==> src/rtl/ascii_motor_cmd_parser.sv <==
// ascii_motor_cmd_parser
// Turns a UART byte stream of text lines "<CMD>[sign]<digits><LF>" into
// decoded motor commands. S/s = speed, P/p = position (signed decimal
// argument), X/x = stop (no argument). CR is ignored, LF ends a line.
// A malformed line raises a one-cycle err_pulse, and the rest of the line
// up to the next LF is thrown away.
//
// Ports:
//   clk, rst_n            clock, asynchronous active-low reset
//   in_data/in_valid      byte stream from UART RX
//   in_ready              low only while a decoded command waits for pickup
//   cmd_valid/cmd_ready   command handshake towards the motor core
//   cmd_type              0=STOP, 1=SPEED, 2=POS
//   cmd_value             signed argument (0 for STOP)
//   err_pulse             one-cycle syntax-error strobe
//   err_code              1=bad char, 2=too many digits, 3=range overflow (sticky)
module ascii_motor_cmd_parser #(
  parameter int VALUE_W    = 16,
  parameter int MAX_DIGITS = 5
) (
  input  logic               clk,
  input  logic               rst_n,
  input  logic [7:0]         in_data,
  input  logic               in_valid,
  output logic               in_ready,
  output logic               cmd_valid,
  input  logic               cmd_ready,
  output logic [1:0]         cmd_type,
  output logic [VALUE_W-1:0] cmd_value,
  output logic               err_pulse,
  output logic [1:0]         err_code
);

  typedef enum logic [2:0] {
    IDLE    = 3'd0,
    SIGN    = 3'd1,
    DIGITS  = 3'd2,
    XEND    = 3'd3,
    DISCARD = 3'd4,
    EMIT    = 3'd5
  } state_t;

  // Accumulator holds any MAX_DIGITS-digit number; EW adds headroom so the
  // *10 + digit step never wraps before the overflow comparison.
  localparam int AW = $clog2(10 ** MAX_DIGITS);
  localparam int CW = $clog2(MAX_DIGITS + 1);
  localparam int EW = AW + 4;

  localparam logic [EW-1:0] POS_LIM = EW'((64'd1 << (VALUE_W - 1)) - 64'd1);
  localparam logic [EW-1:0] NEG_LIM = EW'(64'd1 << (VALUE_W - 1));
  localparam logic [CW-1:0] CNT_MAX = CW'(MAX_DIGITS);
  localparam logic [CW-1:0] CNT_ONE = CW'(1);

  localparam logic [1:0] T_STOP  = 2'd0;
  localparam logic [1:0] T_SPEED = 2'd1;
  localparam logic [1:0] T_POS   = 2'd2;

  state_t            state_r;
  logic [1:0]        type_r;
  logic [AW-1:0]     acc_r;
  logic              neg_r;
  logic [CW-1:0]     cnt_r;
  logic              ovf_r;

  logic              xfer_s;
  logic              is_lf_s;
  logic              is_cr_s;
  logic              is_digit_s;
  logic              is_s_s;
  logic              is_p_s;
  logic              is_x_s;
  logic [EW-1:0]     acc_ext_s;
  logic [EW-1:0]     acc_next_s;
  logic              ovf_next_s;
  logic [VALUE_W-1:0] acc_trunc_s;
  logic [VALUE_W-1:0] value_s;

  // Byte classification, next accumulator value and signed result.
  always_comb begin
    xfer_s     = in_valid && in_ready;
    is_lf_s    = (in_data == 8'h0A);
    is_cr_s    = (in_data == 8'h0D);
    is_digit_s = (in_data >= 8'h30) && (in_data <= 8'h39);
    is_s_s     = (in_data == 8'h53) || (in_data == 8'h73);
    is_p_s     = (in_data == 8'h50) || (in_data == 8'h70);
    is_x_s     = (in_data == 8'h58) || (in_data == 8'h78);
    acc_ext_s  = {4'd0, acc_r};
    // For '0'..'9' the low nibble of the ASCII code is the digit value.
    acc_next_s = (acc_ext_s << 3) + (acc_ext_s << 1) + {{(EW-4){1'b0}}, in_data[3:0]};
    // A negative argument may reach one more than the positive limit.
    if (neg_r) begin
      ovf_next_s = (acc_next_s > NEG_LIM);
    end else begin
      ovf_next_s = (acc_next_s > POS_LIM);
    end
    acc_trunc_s = VALUE_W'(acc_r);
    if (neg_r) begin
      value_s = -acc_trunc_s;
    end else begin
      value_s = acc_trunc_s;
    end
  end

  // Line parser FSM with registered handshake, command and error outputs.
  always_ff @(posedge clk or negedge rst_n) begin
    if (!rst_n) begin
      state_r   <= IDLE;
      type_r    <= T_STOP;
      acc_r     <= {AW{1'b0}};
      neg_r     <= 1'b0;
      cnt_r     <= {CW{1'b0}};
      ovf_r     <= 1'b0;
      in_ready  <= 1'b1;
      cmd_valid <= 1'b0;
      cmd_type  <= T_STOP;
      cmd_value <= {VALUE_W{1'b0}};
      err_pulse <= 1'b0;
      err_code  <= 2'd0;
    end else begin
      err_pulse <= 1'b0;
      if (state_r == EMIT) begin
        // cmd_valid is always high here, so cmd_ready alone completes it.
        if (cmd_ready) begin
          cmd_valid <= 1'b0;
          in_ready  <= 1'b1;
          state_r   <= IDLE;
        end
      end else if (xfer_s && !is_cr_s) begin
        case (state_r)
          IDLE: begin
            if (is_s_s || is_p_s) begin
              type_r  <= is_s_s ? T_SPEED : T_POS;
              acc_r   <= {AW{1'b0}};
              neg_r   <= 1'b0;
              cnt_r   <= {CW{1'b0}};
              ovf_r   <= 1'b0;
              state_r <= SIGN;
            end else if (is_x_s) begin
              type_r  <= T_STOP;
              state_r <= XEND;
            end else if (!is_lf_s) begin
              err_pulse <= 1'b1;
              err_code  <= 2'd1;
              state_r   <= DISCARD;
            end
          end
          XEND: begin
            if (is_lf_s) begin
              cmd_valid <= 1'b1;
              in_ready  <= 1'b0;
              cmd_type  <= type_r;
              cmd_value <= {VALUE_W{1'b0}};
              state_r   <= EMIT;
            end else begin
              err_pulse <= 1'b1;
              err_code  <= 2'd1;
              state_r   <= DISCARD;
            end
          end
          SIGN: begin
            if (in_data == 8'h2D) begin
              neg_r   <= 1'b1;
              state_r <= DIGITS;
            end else if (in_data == 8'h2B) begin
              state_r <= DIGITS;
            end else if (is_digit_s) begin
              acc_r   <= acc_next_s[AW-1:0];
              cnt_r   <= CNT_ONE;
              ovf_r   <= ovf_next_s;
              state_r <= DIGITS;
            end else if (is_lf_s) begin
              err_pulse <= 1'b1;
              err_code  <= 2'd1;
              state_r   <= IDLE;
            end else begin
              err_pulse <= 1'b1;
              err_code  <= 2'd1;
              state_r   <= DISCARD;
            end
          end
          DIGITS: begin
            if (is_digit_s) begin
              if (cnt_r >= CNT_MAX) begin
                err_pulse <= 1'b1;
                err_code  <= 2'd2;
                state_r   <= DISCARD;
              end else begin
                acc_r <= acc_next_s[AW-1:0];
                cnt_r <= cnt_r + CNT_ONE;
                ovf_r <= ovf_r | ovf_next_s;
              end
            end else if (is_lf_s) begin
              if (cnt_r == {CW{1'b0}}) begin
                err_pulse <= 1'b1;
                err_code  <= 2'd1;
                state_r   <= IDLE;
              end else if (ovf_r) begin
                err_pulse <= 1'b1;
                err_code  <= 2'd3;
                state_r   <= IDLE;
              end else begin
                cmd_valid <= 1'b1;
                in_ready  <= 1'b0;
                cmd_type  <= type_r;
                cmd_value <= value_s;
                state_r   <= EMIT;
              end
            end else begin
              err_pulse <= 1'b1;
              err_code  <= 2'd1;
              state_r   <= DISCARD;
            end
          end
          DISCARD: begin
            if (is_lf_s) begin
              state_r <= IDLE;
            end
          end
          default: begin
            state_r <= IDLE;
          end
        endcase
      end
    end
  end

endmodule

==> config.mk <==
export PLATFORM = sky130hd
export DESIGN_NAME = ascii_motor_cmd_parser
export DESIGN_NICKNAME = d
export VERILOG_FILES = /design/src/rtl/ascii_motor_cmd_parser.sv
export SDC_FILE = /design/constraint.sdc
export NUM_CORES = 1
export LEC_CHECK = 0
export ABC_AREA = 0
export BUFFER_PORTS_ARGS = -buffer_cell sky130_fd_sc_hd__buf_2
export CAP_MARGIN = 20
export CORE_MARGIN = 5
export CORE_UTILIZATION = 50
export CTS_CLUSTER_DIAMETER = 80
export DETAILED_ROUTE_END_ITERATION = 12
export PLACE_DENSITY = 0.65
export SLEW_MARGIN = 15
export SYNTH_ARGS = -nofsm -noshare
export SYNTH_HDL_FRONTEND = slang
export SYNTH_SLANG_ARGS = --single-unit
==> constraint.sdc <==
create_clock -name clk -period 3.21 [get_ports clk]
set_input_delay 0.321 -clock clk [delete_from_list [all_inputs] [get_ports clk]]
set_output_delay 0.321 -clock clk [all_outputs]
set_load 0.005 [all_outputs]
==> flow_summary.toml, run 1 <==
[routing]
drtIter0Drc = 218
via_per_inst = 5.696
firstDrtPassIters = 6
ant_nets = 0
wl_um = 7975
route.detailed.drc = 0
vias = 3059
wl_per_cell_um = 14.85

[worst_setup_path]
crit_fanout = 4
cp-start-kind = "flop"
cp.required_ps = 3390
worstSetupEndpointType = "flop"
critPathArrivalTime_ps = 3140
critPathKind = "flop to flop"

[power]
p_sw_w = 0.0005379
combPwrFrac = 0.307
sw_frac_of_total = 0.3465
peakVddDrop_mv = 0.1654
p_int_w = 0.001014
power.density_mw_per_mm2 = 378.6
leakagePower_nw = 1.975
pwr-share-seq = 0.471
p_clk_frac = 0.222

[place]
hpwl_um = 6426
place_ws_ps = 111.0
io_buffers = 34
gp_routability_congestion = 0.8890
numPlacedInstances = 529

[timing]
layout_setup_ws_ps = 250.9
tightest_slew_ps = 671.8
finClkSkew_ps = 10.63
timing.fmax_ghz = 0.3379
min_period_ps = 2959
timing.hold.ws_ps = 30.81
hold_viol = 0
slew_headroom = 0.5521
period_share = 0.9218
rsz0062_at_grt = "no"
finalMaxSlewViolations = 0
timing.setup.tns_ps = 0
finalSetupViolations = 0

[cts]
clock-sinks = 50
cts_buffers = 5
insertion_delay_ps = 300
tritoncts = "built"
root_buffer = "clkbuf_8"
clkTransAtPathRegs_ps = 90
htreeDepth = 2
cts_buffer_depth = 2
cts_setup_buffers = 0

[die]
start_util = 0.5160
die_h_um = 96.75
num_rows = 31
die_w_um = 96.75
die_area_mm2 = 0.009360
core_area_mm2 = 0.007292
ios = 35

[hold_path]
hold_class = "input pin to async pin"

[global_route]
use_met3 = 0.03381
grt_max_degree = 51
gr-usage-met1 = 0.2834
grt_pass1_wl_um = 14350
grt_use_total = 0.1801
met2_usage = 0.2521
grt_overflow = 0
grt_pass1_vias = 2909
antenna_found_initial = 0
grt-busiest-layer = "met1"

[final_layout]
diodes = 0
layout-drive-gt1-share = 0.1553
finalNetCount = 488
layout.cells.non_filler = 537
syn2layout_area_growth_pct = 8.979

[logic_synthesis]
async_reset_ff_frac = 1.000
synth_top_area_frac = 0.3259
synthFlopType = "dfrtp_1"
synth_edf_count = 0
synthCells = 404
synth.most_common_cell = "nand2_1"
yosysTopAreaCell = "dfrtp_1"
syn_area_mm2 = 0.003762
yosysSeqAreaShare = 0.3329
yosys-top-cells-area = "dfrtp_1 33%, ha_1 12%, nand2_1 5.4%"
syn-num-nets = 455
avgSynthCellArea_um2 = 9.313
synth_cell_types = 71
ys_ff_latch = 50
synth_common_cells = "54 x nand2_1, 49 x dfrtp_1, 37 x ha_1"
ys_warn_count = 0

[status]
status = "finished clean"

[flow_run]
maxCapViolCount = 0
==> worst max-delay path: stages, from the launching register on <==
cell	delay (ps)
dfrtp_1	380
inv_1	160
fa_1	500
fa_1	460
and2b_1	230
o2111ai_1	160
nand4_1	210
a41oi_1	160
xnor2_1	200
nor4_2	290
o21ai_1	90
==> what timing repair did <==
item / in CTS / in global routing
hold buffers: 0 / 0
gates resized for setup: 0 / 1
endpoints found under the setup margin: 0 / 1
==> state kept, by name, indices dropped and copies added (netlist names) <==
name / cells
cmd_valid: 1
cnt_r: 3
neg_r: 1
type_r: 2
cmd_value: 16
ovf_r: 1
err_pulse: 1
state_r: 3
acc_r: 17
err_code: 2
in_ready: 1
cmd_type: 2
==> path summary, 6_finish.rpt <==
check | startpoint | to | slack, ps | cells past startpoint
worst max-delay path | acc_r[0]$_DFFE_PN0P_ | ovf_r$_DFFE_PN0P_ | 250 | 10
worst min-delay path | rst_n | cmd_type[1]$_DFFE_PN0P_ | 30 | 1
worst max register to register | acc_r[0]$_DFFE_PN0P_ | ovf_r$_DFFE_PN0P_ | 250 | 10
worst min register to register | cmd_value[4]$_DFFE_PN0P_ | cmd_value[4]$_DFFE_PN0P_ | 470 | 2
max in group asynchronous | rst_n | acc_r[4]$_DFFE_PN0P_ | 2760 | 1
min in group clk | in_data[0] | type_r[1]$_DFFE_PN0P_ | 340 | 2
==> power groups by stage <==
stage | Sequential [W] | Clock, W | Combinational (W)
floorplan | 0.000711 | 0 | 0.000380
global placement | 0.000742 | 0 | 0.000472
detailed placement | 0.000743 | 0 | 0.000476
CTS | 0.000731 | 0.000355 | 0.000478
global route | 0.000742 | 0.000384 | 0.000548
finish | 0.000731 | 0.000344 | 0.000477
==> final cells by class <==
type / instances / area [um^2]
fill: 720 / 3192
multi-input combinational: 326 / 2377
sequential: 50 / 1252
timing repair buffer: 39 / 210.2
tap: 99 / 123.9
clock buffer: 8 / 80.08
inverter: 15 / 56.30
==> routing by layer <==
layer / wire, um / vias to the layer above
met5: 0 / -
met3: 433 / 2
li1: - / 1549
met1: 4196 / 1432
met4: 47 / 0
met2: 3297 / 76
==> cell usage in the layout, fill, tap and decap left out, types with 9 or more instances in the layout <==
master	instances
nand2_1	54
dfrtp_1	49
ha_1	37
buf_2	33
o21ai_0	32
nor2_1	18
xor2_1	17
a21oi_1	16
inv_1	15
xnor2_1	13
a22o_1	10
o31ai_1	10
o21ai_1	9
==> per-stage QoR <==
| stage | total power, W | utilization | instance area [um^2] |
|---|---|---|---|
| floorplan | 0.001092 | - | 3762 |
| global placement | 0.001214 | 0.5510 | 4018 |
| detailed placement | 0.001219 | 0.5510 | 4018 |
| CTS | 0.001563 | 0.5619 | 4098 |
| global route | 0.001674 | 0.5623 | 4100 |
| finish | 0.001552 | 0.5623 | 4100 |
==> logic make-up after synthesis <==
kind of cell    Yosys count  share of synthesized area
compound gates          123                     0.2285
buf+inv                  28                    0.03525
flops                    50                     0.3329
xor+xnor                 30                    0.06984
fa+ha+maj                39                     0.1337
simple gates            129                     0.1852
mux                       5                    0.01463
(Power assumes the default switching activity.)
==> run 2, diff against run 1 <==
- CORE_UTILIZATION: 50 -> 60
- PLACE_DENSITY: 0.65 -> 0.76
==> run 2 against run 1 <==
  * Clock skew down 2.4 ps
  * First-iteration DRC count up 17%
  * Sequential power about the same
  * Combinational power up 1%
  * Worst hold slack worse by 8.8 ps
  * Power up 6.7%
  * Worst setup slack worse by 71 ps
  * Non-clock buffer count unchanged
  * Die area down 15%
  * Register-to-register slack worse by 70 ps
  * Via count up 0.42%
  * Critical endpoint unchanged
==> flow_summary.toml, run 2 (synthesis results as in run 1) <==
[power]
power.density_mw_per_mm2 = 403.8
leakagePower_nw = 1.987
peakVddDrop_mv = 0.3170

[die]
start_util = 0.6244
die_area_mm2 = 0.007954
die_h_um = 89.19
die_w_um = 89.19
core_area_mm2 = 0.006026
num_rows = 28
ios = 35

[global_route]
grt_pass1_wl_um = 14230
antenna_found_initial = 0
grt_overflow = 0
grt_pass1_vias = 2949
grt_use_total = 0.2263
grt_max_degree = 51

[timing]
hold_viol = 0
tightest_slew_ps = 642.1
finalMaxSlewViolations = 0
finClkSkew_ps = 8.235
min_period_ps = 3030
period_share = 0.9440
rsz0062_at_grt = "no"
layout_setup_ws_ps = 179.7
timing.fmax_ghz = 0.3300
slew_headroom = 0.5719
finalSetupViolations = 0
timing.hold.ws_ps = 21.98
timing.setup.tns_ps = 0

[worst_setup_path]
cp_top_family = "adder cells"
crit_fanout = 4
cp_slowest_cell = "fa_1"
critPathKind = "flop to flop"
crit_path_frequent_cell = "fa_1"
cp_num_buf_inv = 1
path_cells = "inv_1 > fa_1 > fa_1 > and2b_1 > o2111ai_1 > nand4_1 > a21oi_1 > o21ai_0 > xnor2_1 > a41o_1 > o21ai_1"
critPathArrivalTime_ps = 3220
cp_slowest_stage_delay_ps = 500
worstSetupEndpointType = "flop"
cp-start-kind = "flop"
cp.required_ps = 3400

[final_layout]
post-route-util = 0.6804
diodes = 0
syn2layout_area_growth_pct = 8.979
top_regs = "acc_r (17), cmd_value (16)"
final_cell_mix = "54 x nand2_1, 49 x dfrtp_1, 37 x ha_1, 33 x buf_2, 31 x o21ai_0"
n_fill_cell = 461
layout.cells.non_filler = 513
multi_input_area_mm2 = 0.002377
largest_register_ffs = 17
mostFrequentLayoutCell = "nand2_1"
top_register = "acc_r"
finalNetCount = 488
regArea_mm2 = 0.001252
layout-drive-gt1-share = 0.1598

[cts]
clock-sinks = 50
htreeDepth = 2
cts_buffer_depth = 2
root_buffer = "clkbuf_8"
clkTransAtPathRegs_ps = 90
insertion_delay_ps = 300
cts_buffers = 5
tritoncts = "built"

[routing]
wl_um = 8265
ant_nets = 0
firstDrtPassIters = 4
vias = 3072
wl_per_cell_um = 16.11
route.detailed.drc = 0
drtIter0Drc = 254
via_per_inst = 5.988

[place]
io_buffers = 34
numPlacedInstances = 505
place_ws_ps = 117.6
gp_routability_congestion = 0.8798
hpwl_um = 6600

[hold_path]
hold_class = "input pin to async pin"

[status]
status = "finished clean"

[flow_run]
maxCapViolCount = 0
run 2: timing repair:
item | 4_1_cts | 5_1_grt
hold buffers | 0 | 0
endpoints found under the setup margin | 0 | 1
resized for setup | 0 | 2
buffers inserted | 0 | 0
run 2: where the power goes:
| group | internal (W) | total [W] | switching (W) | leakage [nW] |
|---|---|---|---|---|
| combinational | 0.000188 | 0.000484 | 0.000296 | 1.25 |
| clock | 0.000233 | 0.000439 | 0.000207 | 0.0514 |
| sequential | 0.000673 | 0.000733 | 0.0000601 | 0.686 |
run 2: cell type report:
class / instances / area share
Clock buffer: 6 / 0.01770
Multi-Input combinational cell: 326 / 0.5798
Tap cell: 75 / 0.02289
Timing Repair Buffer: 39 / 0.05127
Inverter: 15 / 0.01373
Clock inverter: 2 / 0.009155
Sequential cell: 50 / 0.3055
run 2: final timing paths:
kind	cells after the start	start	slack [ps]	to
hold reg to reg	2	cmd_value[1]$_DFFE_PN0P_	480	cmd_value[1]$_DFFE_PN0P_
setup / recovery	11	acc_r[0]$_DFFE_PN0P_	180	ovf_r$_DFFE_PN0P_
hold / removal	1	rst_n	20	cmd_type[1]$_DFFE_PN0P_
min in group clk	2	in_data[0]	340	type_r[1]$_DFFE_PN0P_
max in group asynchronous	1	rst_n	2760	acc_r[16]$_DFFE_PN0P_
setup reg to reg	11	acc_r[0]$_DFFE_PN0P_	180	ovf_r$_DFFE_PN0P_
run 2: per-stage QoR:
step | cell area, um^2 | power, W
after floorplan | 3762 | 0.001092
after global placement | 3988 | 0.001210
after detailed placement | 3988 | 0.001220
after CTS | 4098 | 0.001663
after global routing | 4100 | 0.001757
final | 4100 | 0.001656
run 2: worst reg2reg max path: cells and delay by family, from the launching register on:
| kind | cells | cell delay, ps |
|---|---|---|
| flip-flops | 1 | 380 |
| XOR/XNOR | 1 | 190 |
| AO/OA/AOI/OAI | 5 | 750 |
| AND/OR/NAND/NOR | 2 | 450 |
| adder cells (fa/ha/maj) | 2 | 980 |
| buffers and inverters | 1 | 160 |
run 2: routing by layer:
layer  up-vias  track usage  part of all wire
met3         7      0.03502             0.061
met5         -            0                 0
met1      1439       0.3452              0.51
met2        82       0.3329              0.42
met4         0      0.05954            0.0092
li1       1544            -                 -
==> run 3, diff against run 2 <==
- clock period: 3.21 -> 3.45 ns (I/O delays scaled with it)
==> run 3 against run 2 <==
  * Clock power down 7.5%
  * Critical path depth grew 1
  * Via count about the same
  * Global-route usage fell by 0.82 points
  * Worst hold slack better by 26 ps
  * Final area fell by 0.37%
  * First-iteration DRC count is 32% lower
  * Core utilization shrank 0.25 points
  * Clock skew up 1.6 ps
  * Fmax down 1.1%
  * Critical path type unchanged
  * Largest cell class unchanged
  * Largest power group unchanged
==> flow_summary.toml, run 3 (synthesis results as in run 1) <==
[cts]
cts_buffers = 5
htreeDepth = 2
insertion_delay_ps = 300
cts_buffer_depth = 2
tritoncts = "built"
ctsHoldBuffers = 0
root_buffer = "clkbuf_8"
clkTransAtPathRegs_ps = 90
cts_resized = 0
clock-sinks = 50
cts_setup_buffers = 0

[final_layout]
n_fill_cell = 504
top_regs = "acc_r (17), cmd_value (16)"
top_register = "acc_r"
finalNetCount = 486
stdcell_area_mm2 = 0.004085
post-route-util = 0.6779
layout-drive-gt1-share = 0.1560
mostFrequentLayoutCell = "nand2_1"
diodes = 0
largest_register_ffs = 17
syn2layout_area_growth_pct = 8.580
final_cell_mix = "54 x nand2_1, 49 x dfrtp_1, 37 x ha_1, 33 x o21ai_0, 33 x buf_2"

[worst_setup_path]
cp-startpoint = "acc_r[0]$_DFFE_PN0P_"
critPathKind = "flop to flop"
r2r_cells = 12
crit_fanout = 3
cp_slowest_stage_delay_ps = 570
r2r_start = "acc_r[0]$_DFFE_PN0P_"
cp_top_family = "adder cells"
critPathArrivalTime_ps = 3240
r2r_setup_slack_ps = 390
cp_num_buf_inv = 2
path_cells = "inv_1 > fa_1 > inv_1 > ha_1 > a211oi_1 > o21bai_1 > o21ai_0 > xnor2_1 > nor3_1 > nand4_1 > nor4_2 > o21ai_1"
crit_path_frequent_cell = "inv_1"
cp_slowest_cell = "fa_1"
cp.required_ps = 3630
cp-start-kind = "flop"
regToRegEndpoint = "ovf_r$_DFFE_PN0P_"
worstSetupEndpointType = "flop"

[global_route]
grt_overflow = 0
grt_use_total = 0.2182
antenna_found_initial = 0
grt_pass1_vias = 2800
grt_max_degree = 51
grt_pass1_wl_um = 13770

[timing]
layout_setup_ws_ps = 385.3
timing.setup.tns_ps = 0
min_period_ps = 3065
slew_headroom = 0.5588
timing.fmax_ghz = 0.3263
finalMaxSlewViolations = 0
finClkSkew_ps = 9.875
rsz0062_at_grt = "no"
period_share = 0.8883
tightest_slew_ps = 661.8
finalSetupViolations = 0
hold_viol = 0

[routing]
dr_wl_met3_um = 478
wl_per_cell_um = 15.55
met2_length_um = 3246
ant_nets = 0
wl_um = 7946
firstDrtPassIters = 5
drtIter0Drc = 172
via_per_inst = 6.016
vias = 3074
route.detailed.drc = 0
highest_layer = "met4"
drt-met1-wl_um = 4141

[power]
leakagePower_nw = 1.976
peakVddDrop_mv = 0.2541
power.density_mw_per_mm2 = 373.4

[place]
gp_routability_congestion = 0.9176
hpwl_um = 6290
place_ws_ps = 297.0
io_buffers = 34
place_area_mm2 = 0.003973

[status]
status = "finished clean"

[die]
core_area_mm2 = 0.006026
die_area_mm2 = 0.007954
num_rows = 28
die_w_um = 89.19
die_h_um = 89.19
ios = 35
start_util = 0.6244

[hold_path]
hold_class = "input pin to async pin"

[flow_run]
maxCapViolCount = 0
-- run 3: cell count changes in the layout (fill, tap and decap cells not counted) --
cell	before	now
o21ai_0	31	33
buf_4	6	4
o21ai_1	10	8
-- run 3: layout make-up --
type / count / area [um^2] / area share
multi-input cells: 326 / 2377 / 0.5819
inverters: 15 / 56.30 / 0.01378
flip-flops and latches: 50 / 1252 / 0.3066
well taps: 75 / 93.84 / 0.02297
repair buffers: 37 / 195.2 / 0.04778
clock inverters: 2 / 37.54 / 0.009188
clock buffers: 6 / 72.57 / 0.01776
-- run 3: worst max path at each step --
stage / endpoint / slack [ps] / depth (start not counted)
after detailed placement: ovf_r$_DFFE_PN0P_ / 300 / 13
after floorplan: ovf_r$_DFFE_PN0P_ / 740 / 12
after CTS: ovf_r$_DFFE_PN0P_ / 460 / 12
final: ovf_r$_DFFE_PN0P_ / 390 / 12
after global placement: ovf_r$_DFFE_PN0P_ / 430 / 13
after global routing: ovf_r$_DFFE_PN0P_ / 130 / 12
-- run 3: per-stage QoR --
step           power (W)  hold slack (ps)  instances
5_1_grt         0.001627            100.4        511
3_3_place_gp    0.001121            454.2        503
6_report        0.001525            48.15        511
2_1_floorplan   0.001016            49.41        404
4_1_cts         0.001535            269.8        511
3_5_place_dp    0.001124            460.6        503
-- run 3: power by group --
part           switching, W  internal [W]  leakage, nW
clock              0.000190      0.000216       0.0514
combinational      0.000267      0.000171         1.24
sequential        0.0000546      0.000626        0.686
total              0.000512       0.00101         1.98
-- run 3: routing by layer --
layer  track usage  vias to the layer above
li1              -                     1544
met1        0.3416                     1435
met2        0.3168                       88
met3       0.02949                        7
met4       0.05142                        0
met5             0                        -
